## src/rtl/serial_ones_tx.sv

```systemverilog
// LSB-first serializer for the ones-counting detector, with a cycle-accurate
// mirror of the detector's mod-4 state so y can be predicted locally.
module serial_ones_tx #(
  parameter int DATA_W  = 8,
  parameter int DIV_W   = 8,
  parameter int GAP_CYC = 2
) (
  input  logic              clk,
  input  logic              rst,
  input  logic [DIV_W-1:0]  div,
  input  logic [DATA_W-1:0] tx_data,
  input  logic              tx_valid,
  output logic              tx_ready,
  input  logic              cnt_clr,
  output logic              x,
  output logic              busy,
  output logic              done,
  output logic [1:0]        ones_mod4,
  output logic              y_pred
);

  localparam int IDX_W = (DATA_W > 1) ? $clog2(DATA_W) : 1;
  localparam int GAP_W = (GAP_CYC > 1) ? $clog2(GAP_CYC) : 1;
  localparam logic [IDX_W-1:0] LAST_IDX = IDX_W'(DATA_W - 1);
  localparam logic [GAP_W-1:0] LAST_GAP = (GAP_CYC > 0) ? GAP_W'(GAP_CYC - 1) : '0;
  localparam logic [IDX_W-1:0] IDX_ONE  = 1;
  localparam logic [GAP_W-1:0] GAP_ONE  = 1;
  localparam logic [DIV_W-1:0] DIV_ONE  = 1;

  typedef enum logic [1:0] {IDLE, SEND, GAP} state_t;

  state_t            r_state;
  state_t            w_state_nxt;
  logic [DATA_W-1:0] r_shift;
  logic [DIV_W-1:0]  r_div;
  logic [DIV_W-1:0]  r_per;
  logic [IDX_W-1:0]  r_idx;
  logic [GAP_W-1:0]  r_gap;
  logic              r_done;
  logic [1:0]        r_ones;

  logic              w_accept;
  logic              w_bit_end;
  logic              w_word_end;
  logic [DATA_W-1:0] w_shift_nxt;

  assign tx_ready    = (r_state == IDLE) & ~rst;
  assign w_accept    = tx_valid & tx_ready;
  assign w_bit_end   = (r_state == SEND) && (r_per == r_div);
  assign w_word_end  = w_bit_end && (r_idx == LAST_IDX);
  assign w_shift_nxt = r_shift >> 1;

  // Bit 0 of the shift register is the line itself; zeros shift in behind the
  // word, so the line is already low once the last bit has been shifted out.
  assign x         = r_shift[0];
  assign busy      = (r_state != IDLE);
  assign done      = r_done;
  assign ones_mod4 = r_ones;
  assign y_pred    = (r_ones == 2'd3);

  always_ff @(posedge clk or posedge rst) begin
    if (rst) begin
      r_state <= IDLE;
    end else begin
      r_state <= w_state_nxt;
    end
  end

  always_comb begin
    w_state_nxt = r_state;
    case (r_state)
      IDLE:    if (w_accept) w_state_nxt = SEND;
      SEND:    if (w_word_end) w_state_nxt = (GAP_CYC > 0) ? GAP : IDLE;
      GAP:     if (r_gap == LAST_GAP) w_state_nxt = IDLE;
      default: w_state_nxt = IDLE;
    endcase
  end

  always_ff @(posedge clk or posedge rst) begin
    if (rst) begin
      r_shift <= '0;
      r_div   <= '0;
      r_per   <= '0;
      r_idx   <= '0;
      r_gap   <= '0;
      r_done  <= 1'b0;
      r_ones  <= 2'd0;
    end else begin
      // Clear beats a concurrent x=1, matching the receiver's behaviour.
      r_ones <= cnt_clr ? 2'd0 : r_ones + {1'b0, r_shift[0]};
      r_done <= w_word_end;
      r_gap  <= (r_state == GAP) ? r_gap + GAP_ONE : '0;
      if (w_accept) begin
        r_shift <= tx_data;
        r_div   <= div;
        r_per   <= '0;
        r_idx   <= '0;
      end else if (r_state == SEND) begin
        if (w_bit_end) begin
          r_per   <= '0;
          r_shift <= w_shift_nxt;
          r_idx   <= r_idx + IDX_ONE;
        end else begin
          r_per <= r_per + DIV_ONE;
        end
      end
    end
  end

endmodule

```

## config.mk

```make
export PLATFORM = sky130hd
export DESIGN_NAME = serial_ones_tx
export DESIGN_NICKNAME = d
export VERILOG_FILES = /design/src/rtl/serial_ones_tx.sv
export SDC_FILE = /design/constraint.sdc
export NUM_CORES = 1
export LEC_CHECK = 0
export BUFFER_PORTS_ARGS = -buffer_cell sky130_fd_sc_hd__buf_2
export CAP_MARGIN = 20
export CORE_MARGIN = 2
export CORE_UTILIZATION = 47
export DETAILED_ROUTE_END_ITERATION = 16
export HOLD_SLACK_MARGIN = 0.1
export PLACE_DENSITY_LB_ADDON = 0.05
export SLEW_MARGIN = 20
export SYNTH_ARGS = -nofsm -noshare
export SYNTH_HDL_FRONTEND = slang
export SYNTH_SLANG_ARGS = --single-unit
```

## constraint.sdc

```tcl
create_clock -name clk -period 1.78 [get_ports clk]
set_input_delay 0.089 -clock clk [delete_from_list [all_inputs] [get_ports clk]]
set_output_delay 0.089 -clock clk [all_outputs]
set_load 0.05 [all_outputs]
```

==> results.py <==
metrics = {
    "outcome": {
        "status": "complete, no violations",
    },
    "timing": {
        "final.setup.tns_ns": 0,
        "final_critical_path_setup_slack_ns": 0.167,
        "hold_violations": 0,
        "clock_period_minus_worst_slack_ns": 1.61,
        "setup_viol_count_final": 0,
        "rsz0062_at_grt": "false",
        "finalCritPeriodShare_pct": 90.6,
        "fin_hold_ws_ns": 0.238,
        "slew-limit-headroom_pct": 72.7,
        "post_route_clock_skew_ns": 0.00273,
        "report.final.slew_viol_count": 0,
        "maxClockFrequency_ghz": 0.620,
        "timing_worst_slew_pin_value_ns": 0.410,
    },
    "drt": {
        "routed-via-count": 1361,
        "detail_route.vias_per_cell": 5.14,
        "drt_pass1_iterations": 4,
        "final_antenna_violating_net_count": 0,
        "drt_wl_total_mm": 3.47,
        "post_drt_wl_per_cell_um": 13.1,
        "drt_first_iter_violations": 35,
        "drt_drc_violations_left": 0,
    },
    "critical_path": {
        "crit_family": "simple AND/OR/NAND/NOR gates",
        "timing_worst_setup_path_type": "flop to flop",
        "critical_path.n_buffers_inverters": 0,
        "critical_path.slowest_cell": "or4_4",
        "cp.required_ns": 2.05,
        "critical_path_cell_count": 4,
        "worstReg2RegStart": "r_state[1]",
        "timing.critical_path.cells": "and2b_1, nand2_4, or4_4, a21oi_2",
        "timing.critical_path.slowest_cell_delay_ns": 0.54,
        "reg2reg_to": "r_idx[0]",
        "worst_setup_ep": "r_idx[0]",
        "end_kind": "flop",
        "start_kind": "flop",
        "critPathMaxFanout": 10,
        "worstSetupStartpoint": "r_state[1]",
        "arrival_ns": 1.88,
        "worst_r2r_path_depth": 4,
        "setup.reg_to_reg.worst_slack_ns": 0.17,
    },
    "global_routing": {
        "grt_max_degree": 34,
        "grt.total_usage_pct": 19.5,
        "globalRoute.totalOverflow": 0,
        "grt_antenna_before_repair": 0,
        "first_global_vias": 1368,
        "wire_length_of_the_first_global_routing_pass_mm": 6.12,
    },
    "floorplanning": {
        "floorplan.initialDensity_pct": 49.6,
        "io-pin-count": 27,
        "die_h_um": 63.8,
        "placementRows": 21,
        "die-area_mm2": 0.00407,
        "core_area_mm2": 0.00339,
        "die_w_um": 63.8,
    },
    "synthesis": {
        "post_synth_inst_count": 170,
        "synth.cell_area_mm2": 0.00168,
        "dominantRegCellSynth": "dfrtp_1",
        "synth_sequential_area_ratio_pct": 49.1,
        "syn_nets": 194,
        "syn_avg_cell_area_um2": 9.88,
        "synth_edf_count": 0,
        "ys_warns": 0,
        "synth_cell_type_count": 34,
        "synth_seq_cells": 33,
        "fraction_of_registers_with_async_set_reset_pct": 100,
    },
    "cells_and_area": {
        "antenna_cells": 0,
        "layout_commonest_cell": "nand2_1",
        "fin_util_pct": 62.8,
        "commonest_non_fill_non_tap_cells_in_the_layout": "36 x nand2_1, 33 x dfrtp_1, 26 x buf_2",
        "flow.area_growth_from_synthesis_pct": 26.7,
        "finalNetCount": 243,
        "post_route_cells_drive_above_1_share_pct": 23.3,
    },
    "power_and_ir_drop": {
        "p_leak_nw": 0.978,
        "totalPowerFinal_mw": 2.78,
        "power_per_cell_area_mw_per_mm2": 1310,
        "ir_drop_uv": 508,
    },
    "cts": {
        "ctsHtreeMaxLevel": 2,
        "worstSkewPairLatency_ns": 0.33,
        "cts_buffer_depth": 2,
        "path_clk_slew_ns": 0.09,
        "cts_sinks": 33,
        "cts_tree": "yes",
        "cts_inserted_buffers": 5,
        "cts_root_buf": "clkbuf_4",
    },
    "worst_hold_path": {
        "hold_class": "input pin to flop",
    },
    "placement": {
        "pre_cts_slack_ns": 0.192,
        "routabilityCongestion": 0.814,
        "dp_hpwl_mm": 2.41,
        "io_buffer_count": 26,
    },
    "run": {
        "max-cap-violations": 0,
    },
}
-- worst min-delay path by stage --
stage	startpoint	to	slack, ns	depth (start not counted)
floorplan	cnt_clr	ones_mod4[0]	0.15	1
global placement	rst	r_gap	0.23	3
detailed placement	rst	r_state[1]	0.23	3
CTS	tx_valid	r_idx[0]	0.23	4
global route	tx_valid	r_idx[0]	0.27	4
finish	tx_valid	r_idx[0]	0.24	4
-- worst min-delay path, cell delays in order --
cell and delay [ns]:
buf_2 0.08, and2_1 0.12, buf_4 0.20, a21oi_2 0.04
-- where the power goes --
group	switching (mW)	total (mW)	leakage (nW)	internal (mW)
clock network	0.240	0.426	0.0314	0.186
logic	0.658	1.13	0.536	0.472
registers	0.240	1.23	0.410	0.988
-- metrics by stage --
step / instances / cell area, um^2
global placement: 240 / 1890
floorplan: 170 / 1690
finish: 265 / 2130
global route: 265 / 2130
detailed placement: 240 / 1890
CTS: 265 / 2130
-- per-layer routing --
metal  vias up  track usage (%)  share of wire (%)
li1        695                -                  -
met1       625             23.5                 45
met2        34             33.6                 49
met3         7             3.35                3.8
met4         0             9.24                2.0
met5         -                0                  0
-- synthesized netlist by cell type (3+ instances only) --
| cell type | n | area, um^2 |
|---|---|---|
| nand4_1 | 9 | 56.3 |
| o31ai_1 | 9 | 67.6 |
| ha_1 | 4 | 50.1 |
| and2_1 | 3 | 18.8 |
| xor2_1 | 4 | 35.0 |
| o21ai_0 | 5 | 25.0 |
| nor3_1 | 7 | 35.0 |
| xnor2_1 | 6 | 52.6 |
| xnor2_2 | 3 | 48.8 |
| buf_2 | 3 | 15.0 |
| a31oi_1 | 7 | 43.8 |
| mux2i_1 | 4 | 40.0 |
| clkbuf_1 | 5 | 18.8 |
| nand2_1 | 36 | 135 |
| nor2_1 | 8 | 30.0 |
| and3_1 | 3 | 18.8 |
| dfrtp_1 | 33 | 826 |
| nand3_1 | 5 | 25.0 |
-- state kept, by name (all words and copies together), names as in the netlist --
| signal | cells |
|---|---|
| r_gap | 1 |
| r_shift | 8 |
| ones_mod4 | 2 |
| r_idx | 3 |
| r_state | 2 |
| r_div | 8 |
| r_per | 8 |
| done | 1 |
-- cell families (layout without fill, tap and decap cells) --
| group | Yosys count | count (layout) | synth area share, % |
|---|---|---|---|
| adder cells (fa/ha/maj) | 4 | 4 | 2.98 |
| multiplexers | 4 | 4 | 2.38 |
| XOR/XNOR | 13 | 13 | 8.12 |
| flip-flops | 33 | 33 | 49.1 |
| AND/OR/NAND/NOR | 83 | 83 | 25.8 |
| AO/OA/AOI/OAI | 22 | 22 | 8.64 |
| buffers and inverters | 11 | 60 | 2.98 |
-- layout make-up --
class / instances / area, um^2
Timing Repair Buffer: 52 / 370
Multi-Input combinational cell: 126 / 816
Sequential cell: 33 / 826
Clock buffer: 7 / 55.1
Inverter: 1 / 3.75
Fill cell: 307 / 1260
Tap cell: 46 / 57.6
-- timing repair --
action                                 CTS  global route
hold buffers                            18             0
endpoints found under the hold margin   51             0
buffers inserted                         0             0
resized for setup                        0             0
Note: power is estimated with default switching activity, not from simulation.
